$ cat src/rtl/bram_uart_streamer.sv
// bram_uart_streamer: streams BRAM words 0..count-1 out to a UART transmitter, MSB byte first.
module bram_uart_streamer #(
    parameter int WORD_WIDTH   = 32,
    parameter int DEPTH        = 25251,
    parameter int ADDR_WIDTH   = $clog2(DEPTH),
    parameter int READ_LATENCY = 2
) (
    input  logic                  clk_in,
    input  logic                  rst_in,
    input  logic                  start_in,
    input  logic [ADDR_WIDTH:0]   count_in,
    input  logic                  abort_in,
    output logic [ADDR_WIDTH-1:0] addr_out,
    input  logic [WORD_WIDTH-1:0] data_in,
    input  logic                  tx_busy_in,
    output logic [7:0]            byte_out,
    output logic                  byte_valid_out,
    output logic                  busy_out,
    output logic                  done_out
);
    localparam int BYTES = WORD_WIDTH / 8;
    localparam int BW = (BYTES > 1) ? $clog2(BYTES) : 1;
    localparam int LW = $clog2(READ_LATENCY + 1);
    localparam logic [ADDR_WIDTH:0] DEPTH_C = (ADDR_WIDTH + 1)'(DEPTH);
    typedef enum logic [2:0] {IDLE, FETCH, SEND, GUARD, WAIT_TX} state_t;
    state_t state_q, state_d;
    logic [ADDR_WIDTH:0] cnt_q, cnt_d, cnt_sat;
    logic [ADDR_WIDTH-1:0] addr_q, addr_d;
    logic [LW-1:0] lat_q, lat_d;
    logic [BW-1:0] bidx_q, bidx_d;
    logic [WORD_WIDTH-1:0] shift_q, shift_d;
    logic [7:0] byte_q, byte_d;
    logic valid_q, valid_d, done_q, done_d;
    assign cnt_sat = (count_in > DEPTH_C) ? DEPTH_C : count_in;
    always_comb begin
        state_d = state_q;
        cnt_d   = cnt_q;
        addr_d  = addr_q;
        lat_d   = lat_q;
        bidx_d  = bidx_q;
        shift_d = shift_q;
        byte_d  = byte_q;
        valid_d = 1'b0;
        done_d  = 1'b0;
        case (state_q)
            IDLE: if (start_in) begin
                cnt_d  = cnt_sat;
                addr_d = '0;
                bidx_d = '0;
                lat_d  = LW'(READ_LATENCY);
                if (cnt_sat == '0) done_d = 1'b1;
                else state_d = FETCH;
            end
            FETCH: begin
                lat_d = lat_q - 1'b1;
                if (lat_q <= LW'(1)) begin
                    shift_d = data_in;
                    bidx_d  = '0;
                    state_d = SEND;
                end
            end
            SEND: if (!tx_busy_in) begin
                byte_d  = shift_q[WORD_WIDTH-1 -: 8];
                valid_d = 1'b1;
                shift_d = shift_q << 8;
                state_d = GUARD;
            end
            // transmitter raises busy one cycle after the trigger, so skip one look
            GUARD: state_d = WAIT_TX;
            WAIT_TX: if (!tx_busy_in) begin
                if (bidx_q < BW'(BYTES - 1)) begin
                    bidx_d  = bidx_q + 1'b1;
                    state_d = SEND;
                end else if ({1'b0, addr_q} + (ADDR_WIDTH + 1)'(1) < cnt_q) begin
                    addr_d  = addr_q + 1'b1;
                    lat_d   = LW'(READ_LATENCY);
                    state_d = FETCH;
                end else begin
                    done_d  = 1'b1;
                    state_d = IDLE;
                end
            end
            default: state_d = IDLE;
        endcase
        if (abort_in && state_q != IDLE) begin
            state_d = IDLE;
            valid_d = 1'b0;
            done_d  = 1'b0;
        end
    end
    always_ff @(posedge clk_in) begin
        if (rst_in) begin
            state_q <= IDLE;
            cnt_q   <= '0;
            addr_q  <= '0;
            lat_q   <= '0;
            bidx_q  <= '0;
            shift_q <= '0;
            byte_q  <= '0;
            valid_q <= 1'b0;
            done_q  <= 1'b0;
        end else begin
            state_q <= state_d;
            cnt_q   <= cnt_d;
            addr_q  <= addr_d;
            lat_q   <= lat_d;
            bidx_q  <= bidx_d;
            shift_q <= shift_d;
            byte_q  <= byte_d;
            valid_q <= valid_d;
            done_q  <= done_d;
        end
    end
    assign addr_out       = addr_q;
    assign byte_out       = byte_q;
    assign byte_valid_out = valid_q;
    assign done_out       = done_q;
    assign busy_out       = (state_q != IDLE);
endmodule

$ cat config.mk
export PLATFORM = sky130hd
export DESIGN_NAME = bram_uart_streamer
export DESIGN_NICKNAME = d
export VERILOG_FILES = /design/src/rtl/bram_uart_streamer.sv
export SDC_FILE = /design/constraint.sdc
export NUM_CORES = 1
export LEC_CHECK = 0
export ABC_AREA = 0
export CAP_MARGIN = 15
export CELL_PAD_IN_SITES_DETAIL_PLACEMENT = 0
export CELL_PAD_IN_SITES_GLOBAL_PLACEMENT = 1
export CORE_MARGIN = 3
export CORE_UTILIZATION = 43
export CTS_BUF_LIST = sky130_fd_sc_hd__clkbuf_4
export DETAILED_ROUTE_END_ITERATION = 8
export PLACE_DENSITY_LB_ADDON = 0.05
export RECOVER_POWER = 50
export SYNTH_ARGS = -nofsm -noshare
export SYNTH_HDL_FRONTEND = slang
export SYNTH_SLANG_ARGS = --single-unit
$ cat constraint.sdc
create_clock -name clk_in -period 5 [get_ports clk_in]
set_clock_uncertainty 0.1 [all_clocks]
set_input_delay 0.75 -clock clk_in [delete_from_list [all_inputs] [get_ports clk_in]]
set_output_delay 0.75 -clock clk_in [all_outputs]
set_load 0.03 [all_outputs]
==> flow_metrics.tcl <==
set metrics [dict create \
    synthArstFlopShare_pct 0 \
    drt-pass1-iter-count 5 \
    synth_compound_area_share_pct 23.0 \
    antenna_found_initial 0 \
    worstHoldEndpoint "byte_out[5]" \
    postSynthAreaPerCell_um2 8.53 \
    setup_viol 0 \
    fin_nets 616 \
    rsz0062_at_grt "no" \
    antenna_cells 0 \
    hp-class "register to register" \
    ant_nets 0 \
    critPathSlowestCell "o31a_1" \
    muxShareOfSynthArea_pct 6.33 \
    post-synth-top-area-fraction_pct 38.8 \
    syn_area_mm2 0.00413 \
    rr_startpoint "addr_out[0]" \
    cts-resized-gates 0 \
    synth-xor-area-share_pct 2.76 \
    track_usage_pct 19.4 \
    end_kind "register" \
    postCtsSetupBuffers 0 \
    crit_path_start_kind "register" \
    drt-wirelength-per-cell_um 15.7 \
    clock_latency_ns 0.42 \
    synth_seq_area_share_pct 38.8 \
    p_leak_nw 1.84 \
    holdBufCountCts 0 \
    grt_pass1_wl_mm 17.4 \
    htreeDepth 3 \
    core_mm2 0.00928 \
    io_pins 79 \
    cts_buffers 9 \
    die_w_um 104 \
    netlist_instances 484 \
    drcViolationCount 0 \
    rows 35 \
    area.growth.synth_to_final_pct 22.6 \
    max_cap_violations 1 \
    final_cell_mix "80 x dfxtp_1, 61 x nor2_1, 51 x clkdlybuf4s50_1" \
    place_congestion 0.907 \
    hold_violations 0 \
    layout_commonest_cell "dfxtp_1" \
    globalRouteOverflowTotal 0 \
    cellPowerDensity_mw_per_mm2 386 \
    final_layout_size_suffix_gt1_share_pct 5.64 \
    period_share_pct 79.6 \
    grt_max_degree 67 \
    reg2reg_to "addr_out[13]" \
    synth_area_leaders "dfxtp_1 39%, mux2i_1 6.1%, nor2_1 5.5%" \
    peakVddDrop_mv 0.176 \
    drt_iter0_markers 179 \
    synthAdderAreaFrac_pct 5.45 \
    slew_headroom_pct -24.3 \
    min_from "byte_out[5]" \
    ys_ff_latch 80 \
    synth_top_area_cell "dfxtp_1" \
    cts_tree "done" \
    critPathKind "register to register" \
    start_util_pct 44.5 \
    routed_wl_mm 10.7 \
    timing.fmax_ghz 0.251 \
    fp.dieArea_mm2 0.0108 \
    rrSetupSlack_ns 1.02 \
    portBuffers 78 \
    violations "max-capacitance violations, max-slew violations" \
    slew_violations 49 \
    setup-tns-final_ns 0 \
    finalPower_w 0.00195 \
    holdPathStages 2 \
    yosys.area_share.simple_pct 18.4 \
    synth_cell_type_count 56 \
    ys.flop_type "dfxtp_1" \
    hpwl_mm 7.74 \
    syn-num-nets 555 \
    cp.buffers_inverters 0 \
    ys_warn_count 0 \
    cts.sinks 80 \
    outcome "finished with violations" \
    synth_top_family_by_area "compound AO/OA/AOI/OAI gates" \
    grt_pass1_vias 3479 \
    worstPathCellList "ha_1, and4_1, nand2_1, nor3_1, xor2_1, ha_1, nand2_1, or3_1, o41ai_4, o31a_1, nor2_1, a311oi_1" \
    dieHeight_um 104 \
    critical_path_arrival_ns 4.22 \
    reg2reg_depth 12 \
    min_period_ns 3.98 \
    cp_data_required_time_ns 5.24 \
    ctsRootBufferMaster "clkbuf_4" \
    route.vias.total 3731 \
    path_clk_slew_ns 0.15 \
    synth_edf_count 0 \
    max_stage_delay_ns 0.56 \
    tightestPinTransition_ns 1.86 \
    crit_fanout 12 \
    crit_family "simple AND/OR/NAND/NOR gates" \
    cts_buffer_depth 2 \
    vias_per_cell 5.49 \
]
==> how the worst max path moves through the flow <==
stage / cells after the start / start / to
3_5_place_dp: 12 / addr_out[0] / addr_out[13]
2_1_floorplan: 13 / addr_out[0] / addr_out[0]
6_report: 12 / addr_out[0] / addr_out[13]
3_3_place_gp: 12 / addr_out[0] / addr_out[13]
4_1_cts: 12 / addr_out[0] / addr_out[13]
5_1_grt: 12 / addr_out[0] / addr_out[13]
==> metrics by stage <==
stage	worst slack [ns]	utilization, %	hold WS [ns]	cells	area, um2
after CTS	1.11	54.8	0.365	679	5090
after global routing	0.745	54.6	0.373	679	5060
after global placement	1.27	53.5	0.343	663	4970
final	1.02	54.6	0.360	679	5060
after detailed placement	1.12	53.5	0.345	663	4970
after floorplan	1.55	-	0.330	484	4130
==> area by class of cell <==
cell class | count | area [um2]
clock inverter | 7 | 53.8
tap | 129 | 161
clock buffer | 9 | 67.6
fill | 947 | 4220
inverter | 23 | 86.3
timing repair buffer | 81 | 795
multi-input combinational | 350 | 2300
sequential | 80 | 1600
==> tightest hold or removal path, delay by kind of cell, from the launching register on <==
family	cells	cell delay [ns]
AO/OA/AOI/OAI	1	0.05
flip-flops	1	0.34
AND/OR/NAND/NOR	1	0.05
==> synthesized netlist by cell type (4+ instances only) <==
master	instances
nand3_1	17
dfxtp_1	80
a21oi_1	26
a31oi_1	8
a211oi_1	28
nand2_1	38
a21o_1	4
nand4_1	7
nor2_1	61
or3_1	4
inv_1	21
nor3_1	11
and3_1	4
buf_2	12
o221a_2	6
o21ai_0	16
ha_1	18
mux2i_1	25
a22oi_1	18
xnor2_1	10
clkbuf_1	17
o21a_1	4
==> registers in the layout, indices dropped and copies added (netlist names) <==
register / cells
shift_q: 32
cnt_q: 16
addr_out: 15
byte_out: 8
state_q: 3
bidx_q: 2
lat_q: 2
byte_valid_out: 1
done_out: 1
==> power breakdown <==
| part | switching, W | total (W) | internal (W) |
|---|---|---|---|
| clock | 0.000246 | 0.000352 | 0.000106 |
| combinational | 0.000431 | 0.000731 | 0.000300 |
| sequential | 0.0000961 | 0.000871 | 0.000775 |
| total | 0.000773 | 0.00195 | 0.00118 |
==> metal layers <==
metal	wire, um	vias up	global-route usage (%)	share of wire, %
met5	0	-	0	0
met4	80	0	5.41	0.75
met3	785	6	3.97	7.4
met2	4450	121	27.6	42
met1	5360	1718	29.5	50
li1	-	1886	-	-
==> cells by family after synthesis <==
| kind of cell | count (synthesis) |
|---|---|
| AO/OA/AOI/OAI | 130 |
| XOR/XNOR | 13 |
| adder cells (fa/ha/maj) | 18 |
| buffers and inverters | 54 |
| flip-flops | 80 |
| multiplexers | 26 |
| AND/OR/NAND/NOR | 163 |
(Power assumes the default switching activity.)
